==> src/rtl/serial_101_pkg.sv <==
// serial_101_pkg
// Shared definitions for the serial "101" frame transmitter:
//   - FSM state encoding (also exported on state_dbg)
//   - preamble marker and its length
//   - counter width helpers
package serial_101_pkg;

  typedef enum logic [1:0] {
    ST_IDLE  = 2'd0,
    ST_PRE   = 2'd1,
    ST_DATA  = 2'd2,
    ST_GUARD = 2'd3
  } state_e;

  localparam logic [2:0] PREAMBLE = 3'b101;
  localparam int         PRE_LEN  = 3;

  // Bits needed to hold a counter running 0..max_count-1, never below 1.
  function automatic int cnt_width(input int max_count);
    return (max_count <= 2) ? 1 : $clog2(max_count);
  endfunction

  function automatic int max_of(input int a, input int b);
    return (a > b) ? a : b;
  endfunction

endpackage

==> src/rtl/serial_bit_timer.sv <==
// serial_bit_timer
// Divides clk down to the serial bit rate. The divider runs 0..BIT_DIV-1
// and bit_tick is high while it sits on its last count, so each serial bit
// lasts exactly BIT_DIV cycles. restart re-aligns the divider to the
// accept edge so the first bit of a frame gets its full length.
// Ports:
//   clk       in   system clock
//   _rst      in   asynchronous reset, active-low
//   restart   in   clear the divider (asserted on the accept edge)
//   bit_tick  out  current bit ends on the next rising edge
module serial_bit_timer
  import serial_101_pkg::*;
#(
  parameter int BIT_DIV = 1
) (
  input  logic clk,
  input  logic _rst,
  input  logic restart,
  output logic bit_tick
);

  localparam int             DW   = cnt_width(BIT_DIV);
  localparam logic [DW-1:0]  LAST = DW'(BIT_DIV - 1);

  logic [DW-1:0] r_div;

  always_ff @(posedge clk or negedge _rst) begin
    if (!_rst) begin
      r_div <= '0;
    end else if (restart || (r_div == LAST)) begin
      r_div <= '0;
    end else begin
      r_div <= r_div + DW'(1);
    end
  end

  // With BIT_DIV=1 the divider never leaves 0, so every cycle is a tick.
  assign bit_tick = (r_div == LAST);

endmodule

==> src/rtl/serial_101_tx.sv <==
// serial_101_tx
// Takes a parallel word over valid/ready and sends one frame on sout:
// preamble 1,0,1, then the word MSB first, then GUARD_BITS zeros so a
// downstream "101" detector falls back to its start state between frames.
// Ports:
//   clk        in   system clock
//   _rst       in   asynchronous reset, active-low
//   data       in   word to send, sampled on the accept edge only
//   valid      in   a word is offered
//   ready      out  idle, a word can be accepted
//   sout       out  registered serial line
//   busy       out  frame in progress
//   done       out  one-cycle pulse after the frame returns to idle
//   state_dbg  out  current FSM state (IDLE=0, PRE=1, DATA=2, GUARD=3)
//
// state | meaning
// IDLE  | line low, waiting for valid
// PRE   | sending the 1,0,1 marker
// DATA  | sending the word MSB first
// GUARD | sending trailing zeros
module serial_101_tx
  import serial_101_pkg::*;
#(
  parameter int WIDTH      = 8,
  parameter int BIT_DIV    = 1,
  parameter int GUARD_BITS = 2
) (
  input  logic             clk,
  input  logic             _rst,
  input  logic [WIDTH-1:0] data,
  input  logic             valid,
  output logic             ready,
  output logic             sout,
  output logic             busy,
  output logic             done,
  output logic [1:0]       state_dbg
);

  localparam int MAX_BITS = max_of(max_of(PRE_LEN, WIDTH), GUARD_BITS);
  localparam int BW       = cnt_width(MAX_BITS);

  state_e           r_state,  w_state_nxt;
  logic [WIDTH-1:0] r_shreg,  w_shreg_nxt;
  logic [BW-1:0]    r_bitcnt, w_bitcnt_nxt;
  logic             r_sout,   w_sout_nxt;
  logic             r_done,   w_done_nxt;
  logic             w_accept;
  logic             w_tick;
  logic [2:0]       w_pre_sh;

  assign w_accept = valid && (r_state == ST_IDLE);

  serial_bit_timer #(
    .BIT_DIV (BIT_DIV)
  ) u_timer (
    .clk      (clk),
    ._rst     (_rst),
    .restart  (w_accept),
    .bit_tick (w_tick)
  );

  // Marker bit that follows the one currently on the line lands in the MSB.
  assign w_pre_sh = PREAMBLE << (r_bitcnt + BW'(1));

  always_ff @(posedge clk or negedge _rst) begin
    if (!_rst) begin
      r_state  <= ST_IDLE;
      r_shreg  <= '0;
      r_bitcnt <= '0;
      r_sout   <= 1'b0;
      r_done   <= 1'b0;
    end else begin
      r_state  <= w_state_nxt;
      r_shreg  <= w_shreg_nxt;
      r_bitcnt <= w_bitcnt_nxt;
      r_sout   <= w_sout_nxt;
      r_done   <= w_done_nxt;
    end
  end

  // sout is registered, so each branch loads the bit that must be on the
  // line during the next bit period.
  always_comb begin
    w_state_nxt  = r_state;
    w_shreg_nxt  = r_shreg;
    w_bitcnt_nxt = r_bitcnt;
    w_sout_nxt   = r_sout;
    w_done_nxt   = 1'b0;

    case (r_state)
      ST_IDLE: begin
        w_sout_nxt = 1'b0;
        if (valid) begin
          w_state_nxt  = ST_PRE;
          w_shreg_nxt  = data;
          w_bitcnt_nxt = '0;
          w_sout_nxt   = PREAMBLE[PRE_LEN-1];
        end
      end

      ST_PRE: begin
        if (w_tick) begin
          if (r_bitcnt == BW'(PRE_LEN - 1)) begin
            w_state_nxt  = ST_DATA;
            w_bitcnt_nxt = '0;
            w_sout_nxt   = r_shreg[WIDTH-1];
            w_shreg_nxt  = r_shreg << 1;
          end else begin
            w_bitcnt_nxt = r_bitcnt + BW'(1);
            w_sout_nxt   = w_pre_sh[PRE_LEN-1];
          end
        end
      end

      ST_DATA: begin
        if (w_tick) begin
          if (r_bitcnt == BW'(WIDTH - 1)) begin
            w_state_nxt  = ST_GUARD;
            w_bitcnt_nxt = '0;
            w_sout_nxt   = 1'b0;
          end else begin
            w_bitcnt_nxt = r_bitcnt + BW'(1);
            w_sout_nxt   = r_shreg[WIDTH-1];
            w_shreg_nxt  = r_shreg << 1;
          end
        end
      end

      ST_GUARD: begin
        w_sout_nxt = 1'b0;
        if (w_tick) begin
          if (r_bitcnt == BW'(GUARD_BITS - 1)) begin
            w_state_nxt  = ST_IDLE;
            w_bitcnt_nxt = '0;
            w_done_nxt   = 1'b1;
          end else begin
            w_bitcnt_nxt = r_bitcnt + BW'(1);
          end
        end
      end

      default: begin
        w_state_nxt  = ST_IDLE;
        w_bitcnt_nxt = '0;
        w_sout_nxt   = 1'b0;
      end
    endcase
  end

  assign ready     = (r_state == ST_IDLE);
  assign busy      = (r_state != ST_IDLE);
  assign sout      = r_sout;
  assign done      = r_done;
  assign state_dbg = r_state;

endmodule

==> config.mk <==
export PLATFORM = sky130hd
export DESIGN_NAME = serial_101_tx
export DESIGN_NICKNAME = d
export VERILOG_FILES = /design/src/rtl/serial_101_pkg.sv /design/src/rtl/serial_bit_timer.sv /design/src/rtl/serial_101_tx.sv
export SDC_FILE = /design/constraint.sdc
export NUM_CORES = 1
export LEC_CHECK = 0
export CAP_MARGIN = 20
export CORE_MARGIN = 5
export CORE_UTILIZATION = 36
export DETAILED_ROUTE_END_ITERATION = 8
export GPL_ROUTABILITY_DRIVEN = 1
export PLACE_DENSITY = 0.57
export REMOVE_ABC_BUFFERS = 1
export SLEW_MARGIN = 20
export SYNTH_ARGS = -nofsm -noshare
export SYNTH_HDL_FRONTEND = slang
export SYNTH_SLANG_ARGS = --single-unit
==> constraint.sdc <==
create_clock -name clk -period 2.1 [get_ports clk]
set_input_delay 0.315 -clock clk [delete_from_list [all_inputs] [get_ports clk]]
set_output_delay 0.315 -clock clk [all_outputs]
set_load 0.02 [all_outputs]
==> Word level (Yosys, flattened, before mapping) <==
Index checks and enable logic that the tools add are counted.
Widths: inputs -> output; s select.
{ "op_classes": {"n_addsub": 2, "eq_ne": 14, "shift": 1, "mux": 32, "bitwise_logic": 1, "n_reduce_logical": 9} }
{ "ops": {"columns": ["operator", "n"], "rows": [
  ["$mux 8", 5],
  ["$pmux 8 s3", 1],
  ["$mux 3", 7],
  ["$ne 2x2->1 const B", 8],
  ["$mux 2", 7],
  ["$pmux 3 s4", 1],
  ["$mux 1", 9],
  ["$pmux 2 s4", 1],
  ["$reduce_and 7->1", 1],
  ["$reduce_and 6->1", 1],
  ["$eq 2x2->1 const B", 2],
  ["$pmux 1 s4", 1],
  ["$reduce_and 4->1", 1],
  ["$add 3x1->3 const B", 1],
  ["$eq 3x1->1 const B", 1],
  ["$eq 3x2->1 const B", 1],
  ["$eq 3x3->1 const B", 1],
  ["$reduce_bool 3->1", 1],
  ["$shl 3x3->3 const A", 1],
  ["$eq 2x1->1 const B", 1],
  ["$logic_not 2->1", 1],
  ["$reduce_and 2->1", 1],
  ["$reduce_bool 2->1", 1],
  ["$add 1x1->1 const B", 1],
  ["other kinds (3)", 3]
]} }
{ "totals": {"register_bits": 16, "inputBits": 11, "out_inout_bits": 6, "word_cells": 65} }

==> Depth between registers and ports, before layout <==
{ "logic_depth": {"ltp_word": 5, "mapped_depth": 7, "mapped_depth_nobuf": 6} }

==> Hierarchy <==
From an unflattened synthesis, not the netlist that was laid out.
{ "unflattened": {"hier_cells": 90, "area_unflattened_um2": 1031.0} }
{ "by_module_without_submodules": {"columns": ["module", "n_inst", "cells_each", "area_per_inst_um2", "seq_area_each_um2"], "rows": [
  ["serial_101_tx", 1, 87, 998.5, 375.4],
  ["serial_bit_timer", 1, 3, 32.5, 25.0]
]} }

==> Worst setup path after synthesis <==
No wires, ideal clock.
{ "synth_path": {"path_type": "register -> register", "startpoint": "register r_state[0], in the netlist state_dbg[0]", "endpoint": "register r_state[1], in the netlist state_dbg[1]", "setup_time_ns": 0.128, "t_arrival_ns": 1.834, "t_required_ns": 1.972, "path_slack_ns": 0.139, "path_stages_with_launch": 7, "n_path_buf": 0, "period_less_slack_ns": 1.961, "path_cell_list": "dfrtp_1 > inv_1 > ha_1 > inv_2 > o21ai_2 > nand2b_1 > mux2_1"} }
{ "synth_between": {"elab_chain_cells": 3, "elab_cells_between_ends": 13, "cone_classes": "10 x eq/ne; 1 x mux; 2 x reduce/logical"} }
{ "synth_rtl": {"columns": ["element", "line", "text"], "rows": [
  ["start, declared", "serial_101_tx.sv:42", "state_e r_state, w_state_nxt;"],
  ["start signal, assigned", "serial_101_tx.sv:73", "r_state <= w_state_nxt;"],
  ["$logic_not 2->1 *", null, null],
  ["via ready", "serial_101_tx.sv:32", "output logic ready,"],
  ["$ne 2x2->1 (no line)", null, null],
  ["$reduce_and 7->1 (no line)", null, null]
]} }
The timed path passes the listed nets; every way through them passes the cells marked *.
A chain may end at the register's enable or synchronous reset.

==> Worst setup path in the final report <==
{ "layout_path": {"startpoint": "register r_state[0], in the netlist state_dbg[0]", "endpoint": "output busy"} }
{ "layout_between": {"elab_chain_cells": 1} }
{ "layout_rtl": {"columns": ["element", "line", "text"], "rows": [
  ["$reduce_bool 2->1", "serial_101_tx.sv:151", "assign busy = (r_state != ST_IDLE);"],
  ["end, declared", "serial_101_tx.sv:34", "output logic busy,"]
]} }
Every way passes these cells.

==> summary.md <==
| Metric | Value |
|---|---|
| Post-DP HPWL | 1389 um |
| Commonest cells in the netlist | dfrtp_1 (16), mux2_4 (9), ha_1 (8), mux2_2 (8), inv_1 (5) |
| Synth Area per Inst | 12.79 sq um |
| Critical path class | reg -> out |
| Status | completed |
| Max-cap violations | 0 |
| Core area | 2734 sq um |
| Area share of the largest cell type after synthesis | 39.12% |
| Area growth, synth to finish | 22.01% |
| Most frequent cell after synthesis | dfrtp_1 |
| Synthesis-stage register bit count | 16 |
| Setup_tns | 0 ns |
| Die height | between 60 and 70 um |
| Register-to-register setup slack | 0.23 ns |
| Sequential element share of the synthesized area | between 30% and 40% |
| Final ANT Viol Nets | 0 |
| Total track usage | 10.14% |
| Compound-gate portion of the synthesized area | 13.45% |
| Layout cells sized above 1 | approximately 30% |
| Wire length on met2 | around 850 um |
| Worst VDD drop | 0.9497 mV |
| Routed wl met3 | 84 um |
| Die width | 63.32 um |
| Worst Setup End Kind | output pin |
| Leading area contributor after synthesis | dfrtp_1 |
| Worst Hold Class | in -> async |
| CTS Root Cell | clkbuf_4 |
| Slew Viols, Final | 0 |
| Routed WL | 1805 um |
| Setup Viol. Count Final | 0 |
| Final nets | about 120 |
| Wire length per cell | 13.88 um |
| Synthesized cell area | 1023 sq um |
| Critical-path top delay cell | dfrtp_1 |
| Mux share of post-synthesis cell area | 24.21% |
| CP arrival | ~1.6 ns |
| Worst-Skew Late Latency | 0.29 ns |
| Via count of the first global-routing pass | 732 |
| Number of synthesized flops with an enable pin | 0 |
| Post-CTS Hold Fix Bufs | 0 |
| Worst setup SP type | flip-flop |
| CP Cell Sequence | inv_1, ha_1, inv_2, dlygate4sd2_1 |
| Max incr delay on CP | 0.43 ns |
| Worst Clk Skew | 0.001303 ns |
| Initial cell density of the core | 37.44% |
| Crit path max fanout | 6 |
| # rows | 19 |
| Util after Layout | around 46% |
| Initial antenna violation count | 0 |
| Tmin final | between 1.5 and 2 ns |
| Clock sinks | 16 |
| Highest Signal Layer | met4 |
| DR vias/cell | between 5 and 6 |
| Primary FF master, synth | dfrtp_1 |
| Metal1 wirelength | approximately 830 um |
| Req. time, crit path | 1.78 ns |
| Pwr dens | approximately 1700 nW/um^2 |
| Synth Area in XOR/XNOR | 0% |
| Num CTS Buffers | 3 |
| Largest family of logic cells by synthesized area | multiplexers |
| Clk slew on worst S/H paths | 0.10 ns |
| Area contributors post-synth | dfrtp_1 (39%), mux2_4 (13%), ha_1 (9.8%), mux2_2 (8.8%), a22o_1 (2.6%) |
| Unrepaired setup endpoints after global routing | no |
| Clock Path Buffers | 2 |
| Top-Level Pins | 17 |
| Total grt overflow | 0 |
| Inserted Diodes | 0 |
| Warnings, synthesis | 0 |
| Residual DRC | 0 |
| Simple logic cell fraction of the synthesized area | 9.413% |
| Die ar. | 4009 sq um |
| Port bufs | 16 |
| Synthesized netlist cell count | 80 |
| Initial DRC count | 20 |
| Endpoints failing hold | 0 |
| Vias | 681 |
| CTS tree | built |
| Pin count of the biggest net entering global routing | 17 |
| First-pass DRT Iterations | 4 |
| Max Freq | ~520 MHz |
| Synth Area in Adders | roughly 10% |
| Post-CTS repair timing setup buffer count | 0 |
| H-tree Lvls | 1 |
| Placer Congestion | 0.7115 |
| Leak | 0.0005770 uW |
| Asr flop ratio synth | 100.0% |
| Tcrit/Tclk final | 91.30% |
| First-pass GRT wire length | 3187 um |
| Yosys cell types | 29 |
[through the flow]
stage	area, sq um	instances	worst slack [ns]	total power [uW]	hold WS (ns)
2_1_floorplan	1008	78	0.1386	1606	0.01941
3_3_place_gp	1215	126	0.2620	1899	0.4900
3_5_place_dp	1215	126	0.2559	1910	0.4896
4_1_cts	1249	130	0.1740	2118	0.3304
5_1_grt	1249	130	0.05204	2247	0.3453
6_report	1249	130	0.1827	2083	0.3275
[final timing paths]
| check | to | from | cells after the start |
|---|---|---|---|
| max | busy | state_dbg[0] | 4 |
| max reg2reg | r_shreg[7] | state_dbg[1] | 6 |
| min reg2reg | done | u_timer.r_div | 1 |
| max in group asynchronous | r_bitcnt[1] | _rst | 2 |
| min in group clk | done | u_timer.r_div | 1 |
| min | done | _rst | 2 |
[cells by family (layout without fill, tap and decap cells)]
logic type	after synthesis	in the layout
simple gates	14	14
buf+inv	8	27
fa+ha+maj	8	8
other cells	1	1
flops	16	16
mux	19	19
compound gates	14	14
[worst max-delay path: cells and delay by family, from the launching register on]
kind	cells	cell delay, ns
adder cells (fa/ha/maj)	1	0.34
buffers and inverters	3	0.54
flip-flops	1	0.43
[layout make-up]
cell class	instances	area [sq um]
timing repair buffer	17	165.2
multi-input combinational	56	585.6
tap	31	38.79
clock buffer	4	36.28
inverter	6	22.52
sequential	16	400.4
fill	259	1485
[power breakdown]
| group | internal [uW] | switching (uW) | total [uW] |
|---|---|---|---|
| Clock | 106 | 103 | 209 |
| Sequential | 444 | 94.5 | 538 |
| Combinational | 740 | 596 | 1340 |
| Total | 1290 | 794 | 2080 |
[routing by layer]
layer / vias up / global-route usage (%)
li1: 330 / -
met1: 332 / 12.71
met2: 15 / 15.10
met3: 4 / 3.552
met4: 0 / 5.455
met5: - / 0
[cell usage in the layout (no fill, tap or decap), drive strengths merged]
cell,n
nor2b,4
nand2b,3
ha,8
nor3b,1
nand2,1
a221oi,2
a221o,2
mux2,19
dfrtp,16
a32o,1
o31ai,1
a22o,3
conb,1
nor2,3
a22oi,1
nor3,1
clkbuf,4
buf,1
o21ai,1
o21a,1
clkdlybuf4s50,14
nand3,1
inv,6
dlygate4sd2,2
a21oi,2
[state kept, by name, indices dropped and copies added (netlist names)]
name / cells
state_dbg: 2
sout: 1
u_timer.r_div: 1
r_shreg: 8
r_bitcnt: 3
done: 1
[what timing repair did]
action | CTS | global route
hold endpoints to repair | 0 | 0
resized for setup | 2 | 0
endpoints found under the setup margin | 2 | 0
No activity file was read; power rests on OpenSTA's default activity.
